===== src/rtl/mem_wb_stage_if.sv =====
// MEM->WB stage bundle: MEM-stage entry fields in, register-file write port,
// status and retired-instruction count out.
interface mem_wb_stage_if #(
  parameter int XLEN      = 32,
  parameter int INSTRET_W = 64
);
  logic                 mem_valid_i;
  logic                 mem_rd_wren_i;
  logic [4:0]           mem_rd_addr_i;
  logic [1:0]           mem_wb_sel_i;
  logic [XLEN-1:0]      mem_alu_data_i;
  logic [XLEN-1:0]      mem_pc4_i;
  logic [XLEN-1:0]      mem_ld_word_i;
  logic [2:0]           mem_funct3_i;
  logic [1:0]           mem_addr_lsb_i;
  logic                 rd_wren_o;
  logic [4:0]           rd_addr_o;
  logic [XLEN-1:0]      rd_data_o;
  logic                 wb_valid_o;
  logic                 ld_fault_o;
  logic [INSTRET_W-1:0] instret_o;

  modport master (
    output mem_valid_i, mem_rd_wren_i, mem_rd_addr_i, mem_wb_sel_i,
           mem_alu_data_i, mem_pc4_i, mem_ld_word_i, mem_funct3_i, mem_addr_lsb_i,
    input  rd_wren_o, rd_addr_o, rd_data_o, wb_valid_o, ld_fault_o, instret_o
  );

  modport slave (
    input  mem_valid_i, mem_rd_wren_i, mem_rd_addr_i, mem_wb_sel_i,
           mem_alu_data_i, mem_pc4_i, mem_ld_word_i, mem_funct3_i, mem_addr_lsb_i,
    output rd_wren_o, rd_addr_o, rd_data_o, wb_valid_o, ld_fault_o, instret_o
  );
endinterface


===== src/rtl/mem_wb_stage.sv =====
// MEM/WB pipeline register of the RV32I pipeline: load extraction, writeback
// source select, register-file write port, load-fault flag and instret counter.
module mem_wb_stage #(
  parameter int XLEN      = 32,
  parameter int INSTRET_W = 64
) (
  input  logic           clk_i,
  input  logic           rst_i,
  input  logic           stall_i,
  input  logic           flush_i,
  mem_wb_stage_if.slave  bus
);

  logic [7:0]           ld_byte_s;
  logic [15:0]          ld_half_s;
  logic [XLEN-1:0]      ld_data_s;
  logic                 ld_fault_s;
  logic [XLEN-1:0]      sel_data_s;
  logic                 fault_s;
  logic                 wren_s;

  logic                 rd_wren_r;
  logic [4:0]           rd_addr_r;
  logic [XLEN-1:0]      rd_data_r;
  logic                 wb_valid_r;
  logic                 ld_fault_r;
  logic [INSTRET_W-1:0] instret_r;

  // Lane extraction and alignment check for the load data path
  always_comb begin
    ld_byte_s  = 8'h00;
    ld_half_s  = 16'h0000;
    ld_data_s  = '0;
    ld_fault_s = 1'b0;
    case (bus.mem_addr_lsb_i)
      2'b00:   ld_byte_s = bus.mem_ld_word_i[7:0];
      2'b01:   ld_byte_s = bus.mem_ld_word_i[15:8];
      2'b10:   ld_byte_s = bus.mem_ld_word_i[23:16];
      2'b11:   ld_byte_s = bus.mem_ld_word_i[31:24];
      default: ld_byte_s = 8'h00;
    endcase
    if (bus.mem_addr_lsb_i[1]) begin
      ld_half_s = bus.mem_ld_word_i[31:16];
    end else begin
      ld_half_s = bus.mem_ld_word_i[15:0];
    end
    case (bus.mem_funct3_i)
      3'b000: ld_data_s = {{(XLEN-8){ld_byte_s[7]}}, ld_byte_s};
      3'b100: ld_data_s = {{(XLEN-8){1'b0}}, ld_byte_s};
      3'b001, 3'b101: begin
        if (bus.mem_addr_lsb_i[0]) begin
          ld_fault_s = 1'b1;
        end else begin
          ld_data_s = {{(XLEN-16){ld_half_s[15] & ~bus.mem_funct3_i[2]}}, ld_half_s};
        end
      end
      3'b010: begin
        if (bus.mem_addr_lsb_i != 2'b00) begin
          ld_fault_s = 1'b1;
        end else begin
          ld_data_s = bus.mem_ld_word_i;
        end
      end
      default: ld_fault_s = 1'b1;
    endcase
  end

  // Writeback source select; the counter tap reads the value before this retirement
  always_comb begin
    sel_data_s = bus.mem_alu_data_i;
    fault_s    = 1'b0;
    case (bus.mem_wb_sel_i)
      2'b00: sel_data_s = bus.mem_alu_data_i;
      2'b01: begin
        sel_data_s = ld_data_s;
        fault_s    = ld_fault_s;
      end
      2'b10:   sel_data_s = bus.mem_pc4_i;
      2'b11:   sel_data_s = instret_r[XLEN-1:0];
      default: sel_data_s = bus.mem_alu_data_i;
    endcase
    wren_s = bus.mem_rd_wren_i & (bus.mem_rd_addr_i != 5'd0) & ~fault_s;
  end

  // Stage register: flush beats stall, and an invalid entry becomes a bubble
  always_ff @(posedge clk_i or posedge rst_i) begin
    if (rst_i) begin
      rd_wren_r  <= 1'b0;
      rd_addr_r  <= 5'd0;
      rd_data_r  <= '0;
      wb_valid_r <= 1'b0;
      ld_fault_r <= 1'b0;
      instret_r  <= '0;
    end else if (flush_i || (!stall_i && !bus.mem_valid_i)) begin
      rd_wren_r  <= 1'b0;
      rd_addr_r  <= 5'd0;
      rd_data_r  <= '0;
      wb_valid_r <= 1'b0;
      ld_fault_r <= 1'b0;
    end else if (!stall_i) begin
      rd_wren_r  <= wren_s;
      rd_addr_r  <= bus.mem_rd_addr_i;
      rd_data_r  <= sel_data_s;
      wb_valid_r <= 1'b1;
      ld_fault_r <= fault_s;
      if (!fault_s) begin
        instret_r <= instret_r + INSTRET_W'(1);
      end
    end
  end

  assign bus.rd_wren_o  = rd_wren_r;
  assign bus.rd_addr_o  = rd_addr_r;
  assign bus.rd_data_o  = rd_data_r;
  assign bus.wb_valid_o = wb_valid_r;
  assign bus.ld_fault_o = ld_fault_r;
  assign bus.instret_o  = instret_r;

endmodule


===== src/flat_wrapper.sv =====
// flat-port wrapper written by rule: the top's interface ports become plain ports
module mem_wb_stage_flat 
#(
  parameter int XLEN      = 32,
  parameter int INSTRET_W = 64
)
  (clk_i, rst_i, stall_i, flush_i, bus_mem_valid_i, bus_mem_rd_wren_i, bus_mem_rd_addr_i, bus_mem_wb_sel_i, bus_mem_alu_data_i, bus_mem_pc4_i, bus_mem_ld_word_i, bus_mem_funct3_i, bus_mem_addr_lsb_i, bus_rd_wren_o, bus_rd_addr_o, bus_rd_data_o, bus_wb_valid_o, bus_ld_fault_o, bus_instret_o);
  mem_wb_stage_if #(.XLEN(XLEN), .INSTRET_W(INSTRET_W)) bus_i ();
  input  logic clk_i;
  input  logic rst_i;
  input  logic stall_i;
  input  logic flush_i;
  input wire logic [$bits(bus_i.mem_valid_i)-1:0] bus_mem_valid_i;
  input wire logic [$bits(bus_i.mem_rd_wren_i)-1:0] bus_mem_rd_wren_i;
  input wire logic [$bits(bus_i.mem_rd_addr_i)-1:0] bus_mem_rd_addr_i;
  input wire logic [$bits(bus_i.mem_wb_sel_i)-1:0] bus_mem_wb_sel_i;
  input wire logic [$bits(bus_i.mem_alu_data_i)-1:0] bus_mem_alu_data_i;
  input wire logic [$bits(bus_i.mem_pc4_i)-1:0] bus_mem_pc4_i;
  input wire logic [$bits(bus_i.mem_ld_word_i)-1:0] bus_mem_ld_word_i;
  input wire logic [$bits(bus_i.mem_funct3_i)-1:0] bus_mem_funct3_i;
  input wire logic [$bits(bus_i.mem_addr_lsb_i)-1:0] bus_mem_addr_lsb_i;
  output wire logic [$bits(bus_i.rd_wren_o)-1:0] bus_rd_wren_o;
  output wire logic [$bits(bus_i.rd_addr_o)-1:0] bus_rd_addr_o;
  output wire logic [$bits(bus_i.rd_data_o)-1:0] bus_rd_data_o;
  output wire logic [$bits(bus_i.wb_valid_o)-1:0] bus_wb_valid_o;
  output wire logic [$bits(bus_i.ld_fault_o)-1:0] bus_ld_fault_o;
  output wire logic [$bits(bus_i.instret_o)-1:0] bus_instret_o;
  assign bus_i.mem_valid_i = bus_mem_valid_i;
  assign bus_i.mem_rd_wren_i = bus_mem_rd_wren_i;
  assign bus_i.mem_rd_addr_i = bus_mem_rd_addr_i;
  assign bus_i.mem_wb_sel_i = bus_mem_wb_sel_i;
  assign bus_i.mem_alu_data_i = bus_mem_alu_data_i;
  assign bus_i.mem_pc4_i = bus_mem_pc4_i;
  assign bus_i.mem_ld_word_i = bus_mem_ld_word_i;
  assign bus_i.mem_funct3_i = bus_mem_funct3_i;
  assign bus_i.mem_addr_lsb_i = bus_mem_addr_lsb_i;
  assign bus_rd_wren_o = bus_i.rd_wren_o;
  assign bus_rd_addr_o = bus_i.rd_addr_o;
  assign bus_rd_data_o = bus_i.rd_data_o;
  assign bus_wb_valid_o = bus_i.wb_valid_o;
  assign bus_ld_fault_o = bus_i.ld_fault_o;
  assign bus_instret_o = bus_i.instret_o;
  mem_wb_stage #(.XLEN(XLEN), .INSTRET_W(INSTRET_W)) u_core (.clk_i(clk_i), .rst_i(rst_i), .stall_i(stall_i), .flush_i(flush_i), .bus(bus_i));
endmodule

===== config.mk =====
export PLATFORM = sky130hd
export DESIGN_NAME = mem_wb_stage_flat
export DESIGN_NICKNAME = d
export VERILOG_FILES = /design/src/rtl/mem_wb_stage_if.sv /design/src/rtl/mem_wb_stage.sv /design/src/flat_wrapper.sv
export SDC_FILE = /design/constraint.sdc
export NUM_CORES = 1
export LEC_CHECK = 0
export CAP_MARGIN = 25
export CORE_UTILIZATION = 28
export DETAILED_ROUTE_END_ITERATION = 10
export HOLD_SLACK_MARGIN = 0.06
export SLEW_MARGIN = 20
export SYNTH_ARGS = -nofsm -noshare
export SYNTH_HDL_FRONTEND = slang
export SYNTH_SLANG_ARGS = --single-unit

===== constraint.sdc =====
create_clock -name clk_i -period 3.25 [get_ports clk_i]
set_input_delay 0.325 -clock clk_i [delete_from_list [all_inputs] [get_ports clk_i]]
set_output_delay 0.325 -clock clk_i [all_outputs]
set_load 0.005 [all_outputs]

### Yosys cells after proc, flatten, opt, wreduce, memory -nomap -nowiden

Index checks and enable logic that the tools add are counted.

| word-level totals | value |
|---|---|
| register bits | 104 |
| output and inout port bits | 104 |
| word-level logic and storage cells | 57 |

| cells by class | value |
|---|---|
| add/subtract/negate cells | 1 |
| eq/ne operators | 11 |
| mux-type cells | 20 |
| bitwise gates (word level) | 7 |
| reduce and logical (&&, ||, !) cells | 12 |

Operators with widths:

| kind | count |
|---|---|
| $pmux W32 S4 | 2 |
| $mux W32 | 4 |
| $add A64 B1 Y64 const B | 1 |
| $pmux W8 S4 | 1 |
| $mux W16 | 1 |
| $mux W5 | 2 |
| $mux W1 | 9 |
| $eq A2 B2 Y1 const B | 4 |
| $eq A3 B3 Y1 const B | 2 |
| $reduce_bool A5 Y1 | 1 |
| $eq A2 B1 Y1 const B | 2 |
| $logic_not A2 Y1 | 2 |
| $not A1 Y1 | 4 |
| $reduce_or A2 Y1 | 2 |
| $and A1 B1 Y1 | 3 |
| $eq A3 B1 Y1 const B | 1 |
| $eq A3 B2 Y1 const B | 1 |
| $logic_not A3 Y1 | 1 |
| $pmux W1 S3 | 1 |
| $reduce_and A3 Y1 | 1 |
| $logic_not A1 Y1 | 2 |
| $ne A2 B1 Y1 const B | 1 |
| $reduce_bool A2 Y1 | 1 |
| $logic_and A1 B1 Y1 | 1 |
| $logic_or A1 B1 Y1 | 1 |

### Logic depth before layout (Yosys ltp)

Gate-level depths: netlist of the first run.

| depth | value |
|---|---|
| depth after elaboration | 8 |
| depth in mapped cells | 8 |

### Least setup slack after synthesis of the first run

Ideal clock, no wire load.

| timing path | value |
|---|---|
| path kind | register -> register |
| start | reg u_core.instret_r[18], in the netlist u_core.bus.instret_o[18] |
| end | reg u_core.instret_r[49], in the netlist u_core.bus.instret_o[49] |
| library setup time | 0.125 ns |
| arrival | 1.733 ns |
| data required time | 3.125 ns |
| path slack | 1.391 ns |
| stages on the path, launching flop included | 8 |
| path buffers | 2 |
| path through | dfrtp_1 -> nand4_1 -> nor3_2 -> and3_1 -> clkbuf_1 -> buf_2 -> nand4_1 -> xnor2_1 |

| on the way | value |
|---|---|
| cells in the longest elaborated chain, start to end | 1 |

RTL lines:

| item | RTL line | source |
|---|---|---|
| from (decl) | mem_wb_stage.sv:27 | `logic [INSTRET_W-1:0] instret_r;` |
| from (signal assigned) | mem_wb_stage.sv:107 | `instret_r <= instret_r + INSTRET_W'(1);` |
| $add A64 B1 Y64 | mem_wb_stage.sv:107 |  |

No other way between the ends.
A chain may end at the register's enable or synchronous reset.

### Final worst setup path of the first run

| timing path | value |
|---|---|
| start | reg u_core.instret_r[14], in the netlist u_core.bus.instret_o[14] |
| end | reg u_core.instret_r[58], in the netlist u_core.bus.instret_o[58] |

The elaborated chain is that of the path after synthesis.

==> results of run 1 <==
routing by layer:
layer	vias up	track usage, %
met5	-	0
li1	2770	-
met4	0	7.37
met1	2850	29.8
met3	40	3.95
met2	235	30.0
sequential cells by signal, indices dropped and copies added (netlist names):
signal	count
u_core.bus.wb_valid_o	1
u_core.bus.instret_o	64
u_core.bus.rd_addr_o	5
u_core.bus.ld_fault_o	1
u_core.bus.rd_data_o	32
u_core.bus.rd_wren_o	1
per-stage QoR:
step	hold slack, ps	std cells	utilization, %
2_1_floorplan	391	641	-
3_3_place_gp	462	1109	41.2
3_5_place_dp	477	1109	41.2
4_1_cts	481	1125	42.5
5_1_grt	502	1126	42.5
6_report	440	1126	42.5
cell usage in the layout (no fill, tap or decap), types with 6 or more instances in the layout:
| master | n |
|---|---|
| nor2b_1 | 11 |
| buf_4 | 21 |
| o21ai_0 | 55 |
| and3_1 | 12 |
| xnor2_1 | 39 |
| xor2_1 | 24 |
| clkdlybuf4s50_1 | 217 |
| a211oi_1 | 14 |
| nand3_1 | 26 |
| nor2_1 | 49 |
| dfrtp_1 | 104 |
| a22oi_1 | 18 |
| a22o_1 | 16 |
| o21ai_1 | 7 |
| nand4_1 | 25 |
| mux2_2 | 11 |
| o21a_1 | 8 |
| a31oi_1 | 23 |
| a21oi_1 | 38 |
| nor3_1 | 7 |
| nand2_1 | 47 |
| clkbuf_16 | 9 |
| mux2i_1 | 11 |
| nor3_2 | 6 |
| nor4_1 | 7 |
layout make-up:
type | instances | share of cell area (%)
diodes | 1 | 0.0286
flip-flops and latches | 104 | 29.8
clock inverters | 7 | 0.644
well taps | 270 | 3.86
inverters | 5 | 0.243
clock buffers | 9 | 2.57
repair buffers | 238 | 26.6
multi-input cells | 492 | 36.3
cells by family after synthesis:
family | after synthesis | share of synthesized area, %
AND/OR/NAND/NOR | 220 | 20.1
AO/OA/AOI/OAI | 185 | 19.3
flip-flops | 104 | 43.8
XOR/XNOR | 63 | 9.28
buffers and inverters | 45 | 3.07
multiplexers | 23 | 4.31
adder cells (fa/ha/maj) | 1 | 0.210
final timing paths:
kind / end / cells past startpoint
max in group asynchronous: u_core.bus.instret_o[11] / 3
worst min-delay path: u_core.bus.instret_o[31] / 2
min in group clk_i: u_core.bus.instret_o[58] / 1
worst min register to register: u_core.bus.instret_o[58] / 1
worst max register to register: u_core.bus.instret_o[58] / 6
worst max-delay path: u_core.bus.instret_o[58] / 6
report_power, final:
| group | switching (W) | total [W] | internal [W] |
|---|---|---|---|
| clock | 0.000547 | 0.00108 | 0.000531 |
| combinational | 0.000256 | 0.000561 | 0.000305 |
| sequential | 0.0000671 | 0.00140 | 0.00134 |
| total | 0.000870 | 0.00304 | 0.00217 |
==> out/results.txt, run 1 <==
Status = complete, no violations
Area grow syn2layout = 47.1%
CP Max Fanout = 16
WL met2 = 9930 um
Final Max Slew Viols = 0
Dpl ws = 541 ps
FF+latch count, synth = 104
Largest net degree at the start of global routing = 56
Reg clk slew, reported paths = 70 ps
Worst Clk Skew = 16.8 ps
Fin area = 0.00875 sq mm
Slowest stage cell, crit path = nor4_1
Setup TNS = 0 ps
Area taken by multi-input logic gates = 0.00317 sq mm
Clock Latency Late Sink = 370 ps
Worst path max stage delay = 620 ps
First DRT Iteration DRCs = 456
Avg Cell Area, Syn = 9.28 sq um
Worst path arrival time = 2730 ps
YS warnings = 0
Gr usage total = 20.5%
Post-synth EDFFs = 0
DRC = 0
Crit end category = register
Root buffer cell = clkbuf_16
CP required = 3540 ps
GR Overflow Total = 0
Max Cap Viol = 0
R2r startpoint = u_core.bus.instret_o[14]
Synth Flop Type = dfrtp_1
Met3 WL post-DR = 1510 um
Reg2Reg Setup Slack = 800 ps
Final net count = 965
Final Total Pwr = 0.00304 W
Detailed-route via count = 5895
DP HPWL = 16900 um
Slew @ Worst Pin = 728 ps
Share of flip-flops with an asynchronous set or reset = 100%
Max layer used = met4
Critical-path cell list = nand3_1, nor4_1, nand3_2, buf_4, nor4_1, xor2_1
Setup CP Type = reg2reg
Most common library cells after synthesis = dfrtp_1, o21ai_0, nor2_1
Pwr/cell area = 348 mW/mm^2
Rel. slew slack = 51.5%
I/O pin cnt = 218
Initial antenna violation count = 1
Hold Path Class = in2async
Post-CTS Setup Inserts = 0
DRT Pass-1 Iters = 5
Proportion of layout cells with a drive suffix above 1 = 8.19%
Max VDD drop = 0.209 mV
Setup crit start kind = register
Most common cell on crit path = nor4_1
Reg area = 0.00260 sq mm
Die area = 0.0218 sq mm
Mapped Area = 0.00595 sq mm
Core Box Area = 0.0206 sq mm
Die H = 148 um
RSZ-0062 raised after global routing = no
Clk sink count = 104
Met1 WL = 10400 um
Register area share after synthesis = 43.8%
Post-synth cell types = 47
Top-count cell post-synth = dfrtp_1
CP bufs+invs = 1
Post-synth net total = 756
TritonCTS clock tree = done
CTS Buf Count = 9
WL final = 22300 um
Post-CTS Resized = 0
Placer Congestion = 0.875
Final Hold Viols = 0
Final worst path period share = 75.3%
Initial core utilization = 28.9%
Top-area cell type share of the netlist area = 43.8%
Global-route wire length before repair = 34000 um
WL/cell = 19.8 um
Die X = 148 um
Final ANT Viol Nets = 0
Crit path from = u_core.bus.instret_o[14]
CTS Hold Bufs = 0
Achievable Freq = 409 MHz
LEAKAGE = 3.49 nW
Bufs on Longest Clock Path = 2
Final min period = 2450 ps
Post-DP Area = 0.00846 sq mm
Fill cells = 2055
Top cells by area, synth = dfrtp_1, xnor2_1, o21ai_0
H-Tree Depth = 3
Worst path top cell family by delay = simple AND/OR/NAND/NOR gates
Synth Instances = 641
PortBufs = 217
Area leader, netlist = dfrtp_1
Final WS setup = 803 ps
Final Setup Violations = 0
Row Count = 52
Vias/cell = 5.24
Vias in the first global route = 5757
Power figures use the tool's default switching activity.
==> run 2: changes to the inputs <==
Clock period 3.25 ns to 2 ns, I/O delays scaled along.
==> run 2 against run 1 <==
  * Power is 68% higher
  * Final area grew 9.0%
  * Worst setup slack got worse by 710 ps
  * Sequential power is 59% higher
  * Global-route usage increased by 0.30 points
  * Clock skew is 5.5 ps lower
  * Wire length rose by 1.8%
  * Via count is 4.1% higher
  * Critical path type is now in2reg
  * Critical endpoint is now u_core.bus.instret_o[23]
==> out/results.txt, run 2 (synthesized netlist as in run 1, its figures left out) <==
Net Switching = 0.00137 W
GR Overflow Total = 0
Vias in the first global route = 6000
Clock Latency Late Sink = 350 ps
Clk pwr share = 35.3%
Fin cells = 1212
Internal power = 0.00373 W
Final min period = 1910 ps
Final worst path period share = 95.5%
Proportion of layout cells with a drive suffix above 1 = 16.9%
Hold Path Class = in2async
Final Max Slew Viols = 0
Final Util = 46.4%
Clk sink count = 104
WL met2 = 10600 um
Fill cells = 2028
Bufs on Longest Clock Path = 2
Met1 WL = 10400 um
Die area = 0.0218 sq mm
Initial core utilization = 28.9%
Placer Congestion = 0.916
Die X = 148 um
Status = complete, no violations
Area grow syn2layout = 60.3%
Setup TNS = 0 ps
Core Box Area = 0.0206 sq mm
Pwr/cell area = 535 mW/mm^2
PortBufs = 217
Global-route wire length before repair = 34900 um
Net Sw Frac = 26.8%
Worst path max stage delay = 490 ps
Final ANT Viol Nets = 0
Vias/cell = 5.06
Crit end category = register
Comb pwr share = 21.1%
CTS Buf Count = 9
First DRT Iteration DRCs = 387
Max Cap Viol = 0
Detailed-route via count = 6137
Initial antenna violation count = 1
I/O pin cnt = 218
Die H = 148 um
Largest net degree at the start of global routing = 105
H-Tree Depth = 3
LEAKAGE = 3.96 nW
WL/cell = 18.7 um
TritonCTS clock tree = done
Worst path arrival time = 2130 ps
Area taken by multi-input logic gates = 0.00320 sq mm
Slew @ Worst Pin = 744 ps
Setup crit start kind = input pin
Worst Clk Skew = 11.3 ps
Dpl cells = 1194
Setup CP Type = in2reg
Final net count = 1052
Final Hold Viols = 0
Row Count = 52
Max VDD drop = 0.371 mV
RSZ-0062 raised after global routing = no
Final Setup Violations = 0
Reg clk slew, reported paths = 80 ps
Max layer used = met4
DRT Pass-1 Iters = 5
Reg power frac = 43.6%
Gr usage total = 20.8%
Met3 WL post-DR = 1460 um
CP Max Fanout = 25
Reg area = 0.00260 sq mm
DRC = 0
Max reg flops = 64
Final Total Pwr = 0.00510 W
Rel. slew slack = 50.2%
CP required = 2220 ps
Most frequent cells in the layout = clkdlybuf4s50_1, dfrtp_1, buf_4, o21ai_0, nor2_1
Achievable Freq = 524 MHz
Slowest stage cell, crit path = clkdlybuf4s50_1
Commonest non-fill, non-tap cell in the layout = clkdlybuf4s50_1
Root buffer cell = clkbuf_16
DP HPWL = 17600 um
Critical-path cell list = clkdlybuf4s50_1, nor3b_4, buf_4, o311ai_2, nor3_4, buf_12, nand4_1, xnor2_1
WL final = 22700 um
run 2: cell count changes in the layout (fill, tap and decap cells not counted):
cell | before | now
inv_8 | 1 | 0
clkinvlp_4 | 0 | 1
bufinv_16 | 0 | 1
inv_4 | 1 | 0
nand3_4 | 0 | 1
buf_12 | 0 | 8
clkbuf_1 | 0 | 1
buf_4 | 21 | 100
and2_2 | 0 | 1
clkinv_4 | 3 | 1
and2_1 | 2 | 1
nor4_1 | 7 | 4
nand3_2 | 2 | 1
nor4_2 | 2 | 5
run 2: path summary, 6_finish.rpt:
path                                              start                        to  slack, ps  cells past startpoint
worst min-delay path                              rst_i  u_core.bus.instret_o[62]        360                      3
max in group asynchronous                         rst_i   u_core.bus.instret_o[0]       1180                      3
worst max-delay path                    bus_mem_valid_i  u_core.bus.instret_o[23]         90                      8
worst min register to register  u_core.bus.rd_data_o[2]   u_core.bus.rd_data_o[2]        490                      2
worst max register to register  u_core.bus.instret_o[0]  u_core.bus.instret_o[23]        130                      7
min in group clk_i                    bus_mem_rd_wren_i      u_core.bus.rd_wren_o        460                      3
run 2: through the flow:
stage	hold WS (ps)	setup WS [ps]	area (sq um)
3_3_place_gp	471	-280	9200
3_5_place_dp	480	-320	9200
5_1_grt	427	9.69	9530
4_1_cts	412	3.78	9490
2_1_floorplan	266	141	5950
6_report	357	89.9	9530
run 2: cell type report:
| class | instances | area share (%) |
|---|---|---|
| inverters | 5 | 0.236 |
| well taps | 270 | 3.54 |
| clock inverters | 5 | 0.604 |
| clock buffers | 10 | 2.40 |
| multi-input cells | 492 | 33.6 |
| repair buffers | 325 | 32.3 |
| flip-flops and latches | 104 | 27.3 |
| diodes | 1 | 0.0262 |
run 2: layer usage:
metal | track usage [%] | vias to the layer above
met2 | 32.3 | 200
met4 | 5.36 | 0
met3 | 4.01 | 14
met1 | 29.5 | 2976
met5 | 0 | -
li1 | - | 2947
run 2: power groups by stage:
stage	logic (W)	registers (W)	clock network [W]
floorplan	0.000361	0.00229	0
finish	0.00108	0.00222	0.00180
global route	0.00115	0.00223	0.00193
detailed placement	0.00107	0.00226	0
CTS	0.00107	0.00222	0.00184
global placement	0.00106	0.00226	0
run 2: what timing repair did:
action | CTS | global route
hold buffers | 0 | 0
endpoints found under the hold margin | 0 | 0
gates resized for setup | 0 | 5
setup endpoints to repair | 0 | 13
buffers inserted | 0 | 2
run 2: worst max-delay path, delay by kind of cell:
| kind | cells | cell delay (ps) |
|---|---|---|
| AO/OA/AOI/OAI | 1 | 140 |
| buffers and inverters | 3 | 880 |
| AND/OR/NAND/NOR | 3 | 750 |
| XOR/XNOR | 1 | 160 |
